==> src/rtl/otter_intrpt_ctrl.sv <==
// otter_intrpt_ctrl: interrupt source block for the CSR unit.
// Provides the mtime/mtimecmp timer (MTIP), the software IRQ bit (MSIP), a
// synchronized external IRQ (MEIP) and level/edge custom IRQ lines on an MMIO bus.
// Optional build macro: OTTER_MTIME_SNAPSHOT_EN. When it is defined, a read of
// MTIME_LO latches mtime[63:32] into a shadow register, and MTIME_HI returns
// that shadow, so a LO-then-HI read pair is tear-free.
module otter_intrpt_ctrl #(
  parameter int unsigned PRESCALE   = 16,
  parameter int unsigned NUM_CUSTOM = 16
) (
  input  logic        clk,
  input  logic        rst,
  input  logic        bus_rd,
  input  logic        bus_wr,
  input  logic [4:0]  bus_addr,
  input  logic [31:0] bus_wdata,
  output logic [31:0] bus_rdata,
  output logic        bus_rvld,
  input  logic        ext_irq,
  input  logic [15:0] custom_irq,
  output logic [31:0] intrpt
);

  localparam int unsigned CNT_W = (PRESCALE > 1) ? $clog2(PRESCALE) : 1;
  localparam logic [CNT_W-1:0] CNT_MAX = CNT_W'(PRESCALE - 1);
  localparam logic [15:0] CUSTOM_MASK = 16'((32'd1 << NUM_CUSTOM) - 32'd1);

  localparam logic [2:0] REG_MTIME_LO    = 3'd0;
  localparam logic [2:0] REG_MTIME_HI    = 3'd1;
  localparam logic [2:0] REG_MTIMECMP_LO = 3'd2;
  localparam logic [2:0] REG_MTIMECMP_HI = 3'd3;
  localparam logic [2:0] REG_MSIP        = 3'd4;
  localparam logic [2:0] REG_IRQ_EDGE    = 3'd5;
  localparam logic [2:0] REG_IRQ_PEND    = 3'd6;

  logic [CNT_W-1:0] cnt_q, cnt_d;
  logic [63:0]      mtime_q, mtime_d;
  logic [63:0]      mtimecmp_q, mtimecmp_d;
  logic             msip_q, msip_d;
  logic [15:0]      edge_q, edge_d;
  logic [15:0]      pend_q, pend_d;
  logic [15:0]      prev_q;
  logic             sync1_q, sync2_q;
  logic [31:0]      intrpt_q, intrpt_d;
  logic [31:0]      rdata_q, rdata_d;
  logic             rvld_q;
  logic [31:0]      rd_val;

  logic [2:0]  reg_idx;
  logic        tick;
  logic [15:0] rise;
  logic [15:0] w1c;
  logic        unused_addr;

  assign reg_idx     = bus_addr[4:2];
  assign unused_addr = ^bus_addr[1:0];

`ifdef OTTER_MTIME_SNAPSHOT_EN
  logic [31:0] shadow_q, shadow_d;

  // Shadow of mtime[63:32] taken on every MTIME_LO read.
  always_comb begin
    shadow_d = shadow_q;
    if (bus_rd && (reg_idx == REG_MTIME_LO)) shadow_d = mtime_q[63:32];
  end

  // Shadow register.
  always_ff @(posedge clk) begin
    if (rst) shadow_q <= '0;
    else     shadow_q <= shadow_d;
  end
`endif

  // Register file next-state: prescaler, timer, msip, edge config, pending bits.
  always_comb begin
    tick       = (cnt_q == CNT_MAX);
    cnt_d      = tick ? '0 : cnt_q + CNT_W'(1);
    mtime_d    = mtime_q;
    mtimecmp_d = mtimecmp_q;
    msip_d     = msip_q;
    edge_d     = edge_q;
    w1c        = '0;

    // A write to either mtime half wins over the tick in that cycle.
    if (bus_wr && (reg_idx == REG_MTIME_LO))      mtime_d[31:0]  = bus_wdata;
    else if (bus_wr && (reg_idx == REG_MTIME_HI)) mtime_d[63:32] = bus_wdata;
    else if (tick)                                mtime_d        = mtime_q + 64'd1;

    if (bus_wr && (reg_idx == REG_MTIMECMP_LO)) mtimecmp_d[31:0]  = bus_wdata;
    if (bus_wr && (reg_idx == REG_MTIMECMP_HI)) mtimecmp_d[63:32] = bus_wdata;
    if (bus_wr && (reg_idx == REG_MSIP))        msip_d            = bus_wdata[0];
    if (bus_wr && (reg_idx == REG_IRQ_EDGE))    edge_d            = bus_wdata[15:0] & CUSTOM_MASK;
    if (bus_wr && (reg_idx == REG_IRQ_PEND))    w1c               = bus_wdata[15:0];

    // Rising edge sets pending; set beats a same-cycle clear.
    rise   = custom_irq & ~prev_q & edge_q & CUSTOM_MASK;
    pend_d = (pend_q & ~w1c) | rise;
  end

  // Interrupt vector next-state.
  always_comb begin
    intrpt_d        = '0;
    intrpt_d[3]     = msip_d;
    intrpt_d[7]     = (mtime_q >= mtimecmp_q);
    intrpt_d[11]    = sync2_q;
    intrpt_d[31:16] = ((edge_q & pend_d) | (~edge_q & custom_irq)) & CUSTOM_MASK;
  end

  // Read mux on current register values; a colliding write is not yet visible.
  always_comb begin
    rd_val = '0;
    case (reg_idx)
      REG_MTIME_LO:    rd_val = mtime_q[31:0];
`ifdef OTTER_MTIME_SNAPSHOT_EN
      REG_MTIME_HI:    rd_val = shadow_q;
`else
      REG_MTIME_HI:    rd_val = mtime_q[63:32];
`endif
      REG_MTIMECMP_LO: rd_val = mtimecmp_q[31:0];
      REG_MTIMECMP_HI: rd_val = mtimecmp_q[63:32];
      REG_MSIP:        rd_val = {31'd0, msip_q};
      REG_IRQ_EDGE:    rd_val = {16'd0, edge_q};
      REG_IRQ_PEND:    rd_val = {16'd0, pend_q};
      default:         rd_val = '0;
    endcase
    rdata_d = bus_rd ? rd_val : rdata_q;
  end

  // State registers with synchronous reset taking priority over bus and tick.
  always_ff @(posedge clk) begin
    if (rst) begin
      cnt_q      <= '0;
      mtime_q    <= '0;
      mtimecmp_q <= '1;
      msip_q     <= 1'b0;
      edge_q     <= '0;
      pend_q     <= '0;
      prev_q     <= '0;
      sync1_q    <= 1'b0;
      sync2_q    <= 1'b0;
      intrpt_q   <= '0;
      rdata_q    <= '0;
      rvld_q     <= 1'b0;
    end else begin
      cnt_q      <= cnt_d;
      mtime_q    <= mtime_d;
      mtimecmp_q <= mtimecmp_d;
      msip_q     <= msip_d;
      edge_q     <= edge_d;
      pend_q     <= pend_d;
      prev_q     <= custom_irq & CUSTOM_MASK;
      sync1_q    <= ext_irq;
      sync2_q    <= sync1_q;
      intrpt_q   <= intrpt_d;
      rdata_q    <= rdata_d;
      rvld_q     <= bus_rd;
    end
  end

  assign intrpt    = intrpt_q;
  assign bus_rdata = rdata_q;
  assign bus_rvld  = rvld_q;

endmodule

==> config.mk <==
export PLATFORM = sky130hd
export DESIGN_NAME = otter_intrpt_ctrl
export DESIGN_NICKNAME = d
export VERILOG_FILES = /design/src/rtl/otter_intrpt_ctrl.sv
export SDC_FILE = /design/constraint.sdc
export NUM_CORES = 1
export LEC_CHECK = 0
export ABC_CLOCK_PERIOD_IN_PS = 8000
export CAP_MARGIN = 10
export CORE_MARGIN = 2
export CORE_UTILIZATION = 62
export CTS_BUF_LIST = sky130_fd_sc_hd__clkbuf_8 sky130_fd_sc_hd__clkbuf_16
export CTS_CLUSTER_SIZE = 16
export DETAILED_ROUTE_END_ITERATION = 8
export PLACE_DENSITY = 0.84
export SETUP_SLACK_MARGIN = 0.02
export SLEW_MARGIN = 10
export SYNTH_ARGS = -nofsm -noshare
export SYNTH_HDL_FRONTEND = slang
export SYNTH_SLANG_ARGS = --single-unit
==> constraint.sdc <==
create_clock -name clk -period 8 [get_ports clk]
set_clock_uncertainty 0.15 [all_clocks]
set_input_delay 1.6 -clock clk [delete_from_list [all_inputs] [get_ports clk]]
set_output_delay 1.6 -clock clk [all_outputs]
set_load 0.01 [all_outputs]
### Yosys cells after proc, flatten, opt, wreduce, memory -nomap -nowiden

Index checks and enable logic that the tools add are counted.

* flip-flop bits (word level): 248
* bits in latches: 0
* RAM bits: 0
* memory bits (read-only): 0
* output and inout port bits: 65
* word-level logic and storage cells: 57
* memories kept: 0

* $add $sub $neg: 2
* multipliers: 0
* div/mod/pow operators: 0
* magnitude comparators: 1
* eq/ne operators: 8
* shifts and indexed selects: 0
* multiplexer cells: 7
* bitwise logic cells: 11
* reductions and logical operators: 13

Operators by type and width (number)
* $pmux 32 s7: 1
* $mux 32: 3
* $and 16x16->16: 5
* $add 64x1->64 const B: 1
* $ge 64x64->1: 1
* $mux 64: 1
* $not 16->16: 3
* $or 16x16->16: 2
* $mux 16: 1
* $eq 3x3->1 const B: 3
* $logic_and 1x1->1: 7
* $eq 3x2->1 const B: 2
* $add 4x1->4 const B: 1
* $eq 4x4->1 const B: 1
* $reduce_and 2->1: 2
* $reduce_bool 2->1: 2
* $eq 3x1->1 const B: 1
* $logic_not 3->1: 1
* $ne 2x2->1 const B: 1
* $reduce_or 2->1: 1
* $mux 1: 1
* $not 1->1: 1

### Longest topological paths before layout

* word-level depth: 8
* depth in mapped cells: 9
* mapped depth without buffers: 8

### Worst setup path before layout

OpenSTA, ideal clock, no wires.

* path kind: input-to-reg
* start point: input port bus_addr[2]
* end point: register mtime_q[23]
* library setup time: 142 ps
* arrival: 3485 ps
* data required time: 7708 ps
* slack: 4223 ps
* stages on the path: 7
* buffers on the path: 4
* cell sequence: clkbuf_1 > or4b_2 > clkbuf_1 > a21oi_1 > clkbuf_1 > clkbuf_1 > a311oi_1

* cells in the longest elaborated chain, start to end: 4
* elaborated cells between the ends (all ways): 8
* those cells by class: 2 x eq/ne; 1 x mux; 5 x reduce/logical

RTL lines
* start: declaration: RTL line 15 `input logic [4:0] bus_addr,`
* $eq 3x1->1 or $logic_not 3->1 (tied branches): RTL line 86, 85
* $logic_and 1x1->1 (on tied branches): RTL line 86, 85
* $ne 2x2->1 (no line) or $reduce_bool 2->1 (tied branches)
* $reduce_and 2->1 (no line)
* end signal: assignment: RTL line 146 `mtime_q <= mtime_d;`
* end: declaration: RTL line 37 `logic [63:0] mtime_q, mtime_d;`

Parallel ways exist; a longest one is shown, timed or not.
A chain may end at the register's enable or synchronous reset.

### Final worst setup path

* start point: input port bus_addr[4]
* end point: register mtime_q[50]

* cells in the longest elaborated chain, start to end: 4
* elaborated cells between the ends (all ways): 8
* those cells by class: 1 x eq/ne; 1 x mux; 1 x bitwise; 5 x reduce/logical

RTL lines (RTL line)
* $eq 3x1->1 or $logic_not 3->1 (tied branches): 86, 85
* $logic_and 1x1->1 (on tied branches): 86, 85
* $reduce_bool 2->1 (no line) or $not 1->1 (tied branches)
* $reduce_and 2->1 (no line)

Parallel ways exist; a longest one is shown, timed or not.

==> impl_metrics.json <==
{
  "row_count": 51,
  "insertion_delay_ns": 0.54,
  "synth_area_sq_mm": 0.0124,
  "grt_pass1_vias": 12000,
  "cts_buffers": 26,
  "fin_util_pct": 73.9,
  "ios": 123,
  "syn_avg_cell_area_sq_um": 7.85,
  "start_util_pct": 63.3,
  "vdd_drop_max_uv": 143,
  "tns_ns": 0,
  "finalWeightedCongestion": 0.995,
  "cp.arrival_ns": 5.13,
  "yosysSeqAreaShare_pct": 37.9,
  "clockPowerShare_pct": 48.1,
  "vias_per_cell": 6.78,
  "finalSetupViolCount": 0,
  "port_buffers": 107,
  "holdBufCountCts": 0,
  "core_region_area_sq_mm": 0.0195,
  "synth_cell_type_count": 69,
  "cts-resized-gates": 0,
  "async_flop_share_pct": 0,
  "drc": 0,
  "timing.hold.ws_ns": 0.294,
  "layout_commonest_cell": "dfxtp_1",
  "cts_tree": "done",
  "endpoint_kind": "flop",
  "max_freq_ghz": 0.207,
  "cp_data_required_time_ns": 8.30,
  "clockRootBuffer": "clkbuf_16",
  "sw_frac_of_total_pct": 24.0,
  "final_net_count": 1730,
  "ant_nets": 0,
  "postSynthCellCount": 1574,
  "h-tree-depth": 1,
  "synth_top_cell_by_area": "dfxtp_1",
  "relSlewSlack_pct": 20.4,
  "period_minus_slack_ns": 4.83,
  "wirelength_um": 41600,
  "drtIter0Drc": 1712,
  "crit_path_start_kind": "primary input",
  "final_max_slew_viol_count": 0,
  "grt.total_usage_pct": 38.5,
  "cp_max_fo": 39,
  "mostFrequentLayoutCells": "234 x dfxtp_1, 202 x nand2_1, 137 x a21oi_1",
  "cts_max_path_buffers": 3,
  "antenna_found_initial": 0,
  "dieArea_sq_mm": 0.0211,
  "power.net_switching_mw": 0.695,
  "fillers": 1499,
  "synth_edf_count": 0,
  "dr_total_vias": 12800,
  "period_share_pct": 60.3,
  "worst_slew_pin_slew_ns": 1.18,
  "clk_pin_slew_ns": 0.07,
  "hold_path.class": "flop to flop",
  "ys.flop_type": "dfxtp_1",
  "first_pass_iters": 6,
  "drive_above_1_share_pct": 5.47,
  "grt_max_degree": 94,
  "hold_violations": 0,
  "diodes": 0,
  "sequentialPowerShare_pct": 42.8,
  "postCtsSetupBuffers": 0,
  "synth_top_area_share_pct": 37.9,
  "rsz0062_at_grt": "false",
  "grt_pass1_wl_um": 65800,
  "power.internal_mw": 2.20,
  "power.density_mw_per_mm2": 201,
  "ys_warn_count": 0,
  "crit_type": "primary input to flop",
  "cap_viol_max_count": 0,
  "combPwrFrac_pct": 9.0,
  "wire_per_inst_um": 22.0,
  "die_height_um": 145,
  "synthTopCellsByArea": "dfxtp_1 38%, ha_1 6.7%, nand2_1 6.1%",
  "cts.sinks": 234,
  "ys_seq_elements": 234,
  "p_leak_nw": 5.55,
  "grt.overflow.total": 0,
  "outcome": "completed",
  "post-dp-hpwl_um": 27600,
  "synthToLayoutAreaGrowth_pct": 16.8,
  "die_x_um": 145
}
## layout make-up
type	count	area, sq um	share of cell area [%]
inverters	90	338	2.34
flip-flops and latches	234	4680	32.5
well taps	265	332	2.30
repair buffers	124	1200	8.34
clock buffers	33	758	5.25
multi-input cells	1130	6860	47.6
clock inverters	15	255	1.77
## worst max-delay path: stages
cell             delay [ns]
clkdlybuf4s50_1        0.72
or4b_2                 1.20
o21ai_1                0.67
buf_4                  0.37
a221oi_1               0.11
and3_1                 0.21
a311oi_1               0.21
## final timing paths
path                            cells past startpoint         from  slack [ns]          end
worst max-delay path                                7  bus_addr[4]        3.17  mtime_q[50]
worst min-delay path                                1      sync1_q        0.29      sync2_q
worst max register to register                      6  mtime_q[25]        4.06  mtime_q[63]
worst min register to register                      1      sync1_q        0.29      sync2_q
## power by group through the flow
stage               Combinational (mW)  Clock, mW  Sequential (mW)
CTS                              0.255       1.40             1.24
finish                           0.262       1.40             1.24
floorplan                        0.140          0             1.26
global placement                 0.245          0             1.26
global route                     0.282       1.45             1.24
detailed placement               0.252          0             1.26
## synth_stat cells, types with 3 or more instances
| cell | number |
|---|---|
| a21oi_1 | 138 |
| nor2_1 | 128 |
| o221a_2 | 3 |
| clkbuf_1 | 100 |
| a21o_1 | 8 |
| ha_1 | 66 |
| and2_1 | 9 |
| or4b_2 | 3 |
| nor4b_1 | 3 |
| a32oi_1 | 17 |
| or3_1 | 12 |
| a22oi_1 | 95 |
| nor3_1 | 24 |
| nor2b_1 | 22 |
| o21ai_0 | 64 |
| mux2i_1 | 5 |
| nand4_1 | 35 |
| buf_4 | 14 |
| o211ai_1 | 69 |
| a22o_1 | 3 |
| a221oi_1 | 5 |
| or4_1 | 6 |
| nor3b_1 | 4 |
| nor4_1 | 12 |
| inv_1 | 89 |
| and3_1 | 13 |
| a31oi_1 | 48 |
| buf_1 | 15 |
| nand2_1 | 202 |
| o31ai_1 | 8 |
| and4_1 | 6 |
| dfxtp_1 | 234 |
| nand3_1 | 39 |
| a211oi_1 | 25 |
| a311oi_1 | 6 |
## per-layer routing
layer | GRT usage (%) | share of wire, % | wire length (um) | vias up
met1 | 53.1 | 40 | 16600 | 6044
met5 | 0 | 0 | 0 | -
met3 | 9.21 | 13 | 5520 | 125
met4 | 14.3 | 3.3 | 1360 | 0
li1 | - | - | - | 5788
met2 | 58.6 | 44 | 18100 | 865
## registers in the layout, indices dropped and copies added, names as in the netlist
register / cells
pend_q: 16
bus_rvld: 1
mtimecmp_q: 64
prev_q: 16
edge_q: 16
sync2_q: 1
bus_rdata: 32
cnt_q: 4
mtime_q: 64
intrpt: 19
sync1_q: 1
## through the flow
step | instance area (sq um) | instances | setup slack (ns) | power, mW
2_1_floorplan | 12400 | 1586 | 4.22 | 1.40
3_3_place_gp | 13400 | 1842 | 2.76 | 1.51
3_5_place_dp | 13400 | 1842 | 2.76 | 1.52
4_1_cts | 14400 | 1890 | 3.29 | 2.89
5_1_grt | 14400 | 1891 | 3.12 | 2.98
6_report | 14400 | 1891 | 3.17 | 2.90
## logic make-up after synthesis
family,share of synthesized area (%)
xor gates and xnor gates,0.142
and+or+nand+nor,20.6
DFF,37.9
AOI/OAI and AO/OA,26.8
muxes,0.678
other,0.0303
adders and majority gates,6.68
buffers and inverters,7.25
Note: power is estimated with default switching activity, not from simulation.
==> RTL change: new RTL, same settings <==
Add a define of `OTTER_MTIME_SNAPSHOT_EN`.
--- a/src/rtl/otter_intrpt_ctrl.sv
+++ b/src/rtl/otter_intrpt_ctrl.sv
@@ -5,4 +5,6 @@
 // MTIME_LO latches mtime[63:32] into a shadow register, and MTIME_HI returns
 // that shadow, so a LO-then-HI read pair is tear-free.
+`define OTTER_MTIME_SNAPSHOT_EN
+
 module otter_intrpt_ctrl #(
   parameter int unsigned PRESCALE   = 16,
Function: changed (Yosys sat finds a counterexample within 4 cycles, from zero or initial values and one cycle with rst high).
==> RTL change against the unedited design <==
Highest routed layer unchanged; power is 8.6% higher; count of clock-buffer cells in the layout up 2; sequential share of layout area rose by 1.5 points; final cell count is 8.6% higher; worst setup slack improved by 190 ps; sequential cell count up 32; wire length is 0.17% lower; synthesized area grew 9.8%; utilization shrank 1.7 points; critical path depth up 1; final area is 8.5% higher; largest cell class unchanged; worst hold slack gained 4.3 ps.
==> RTL change: results (changes against the unedited design) <==
Run status:
- The run finished with clean final reports.

Power:
- The standby leakage power came to 6.01 nW (+8.2%).
- The worst vdd rail ir drop was 0.000154 V (+7.8%).

Synth:
- The share of cell area taken by muxes after synthesis is 0.608% (-0.070 points).
- The async set-reset flop share out of synthesis was 0% (unchanged).
- The share of synthesized area occupied by flip-flops and latches came to 39.2% (+1.3 points).
- The xor and xnor fraction of the mapped netlist area is 0.0645% (-0.077 points).
- Sorting the synthesized cells by how often they occur yields 274 x nand2_1, 266 x dfxtp_1, 169 x a21oi_1.
- The post-synthesis instance total came to 1722 (+9.4%).
- In the post-synthesis netlist, the biggest area contributors are dfxtp_1 39%, nand2_1 7.6%, a21oi_1 6.2%.
- The arithmetic-cell share of the synthesized area counting full adders, half adders and majority gates is 6.08% (-0.60 points).
- The number of distinct library cells after synthesis is 72 (+4.3%).
- The compound-gate portion of the synthesized area is 25.5% (-1.2 points).

Worst setup path:
- The highest net fanout along the worst path came to 33 (-15%).
- The startpoint of the most critical register-to-register path is mtime_q[0].
- The critical path's largest stage delay came to 770 ps (-430 ps).
- The signal arrival time at the worst endpoint is 4880 ps (-250 ps).
- The critical path's top delay family is buffers and inverters.
- The reg-to-reg setup timing slack is 4600 ps (+540 ps).
- The slowest library cell on the worst path is clkdlybuf4s50_1.
- The critical path ends at mtime_q[2].
- The worst register-to-register path ends at intrpt[7].
- The depth of the worst register-to-register path is 8 (+2).

GRT:
- The global-route usage over all layers is 34.5% (-4.0 points).
- The number of global-route vias before repair was 12889 (+7.5%).
- The first-pass GRT wire length came to 66700 um (+1.3%).
- The maximum number of pins on one net before global-route repair came to 79 (-16%).

Final layout:
- The layout cell share with drive strength beyond 1 is 5.13% (-0.34 points).
- The sequential cell area in the final layout was 0.00533 mm^2 (+14%).
- The net count of the finished layout is 1875 (+8.4%).
- The number of fill cells in the layout is 1692 (+13%).

Route:
- The average wire per cell in the routed design is 20.2 um (-8.1%).
- The number of design-rule violations left by the first detailed-router iteration came to 1378 (-20%).
- The vias per cell is 6.60 (-2.6%).
- The via total after detailed routing is 13560 (+5.8%).

CTS:
- The CTS buffer count is 29 (+12%).
- In this run the clock root is driven by a clkbuf_16.

Min path:
- The start point of the worst hold path is sync2_q.
- The path with the worst hold slack has its endpoint at intrpt[11].

Place:
- The number of placed instances with taps included is 2000 (+8.6%).
- The cell area after placement is 0.0146 mm^2 (+9.2%).
- The placed wire-length estimate came to 27700 um (about the same).
- The placement-stage worst setup slack is 2760 ps (-1.65 ps).
- The weighted congestion at the end of routability-driven global placement was 0.949 (-4.7%).

STA:
- The share of the clock period used by the worst path after layout came to 57.9% (-2.4 points).
==> RTL change: power breakdown <==
| part | leakage [nW] | internal (mW) | total (mW) | switching, mW |
|---|---|---|---|---|
| Sequential | 2.17 | 1.38 | 1.43 | 0.0548 |
| Clock | 0.517 | 0.875 | 1.43 | 0.550 |
| Combinational | 3.32 | 0.121 | 0.293 | 0.172 |
==> RTL change: final cells by class <==
class | instances | share of cell area [%]
Clock buffer | 35 | 5.16
Clock inverter | 18 | 1.41
Inverter | 93 | 2.23
Multi-Input combinational cell | 1238 | 47.4
Sequential cell | 266 | 34.0
Tap cell | 280 | 2.24
Timing Repair Buffer | 123 | 7.61
==> RTL change: routing by layer <==
| metal | up-vias | GRT usage (%) | part of all wire [%] |
|---|---|---|---|
| met4 | 0 | 14.7 | 3.7 |
| met5 | - | 0 | 0 |
| met3 | 131 | 5.76 | 10 |
| met2 | 762 | 56.0 | 46 |
| li1 | 6261 | - | - |
| met1 | 6406 | 45.7 | 40 |
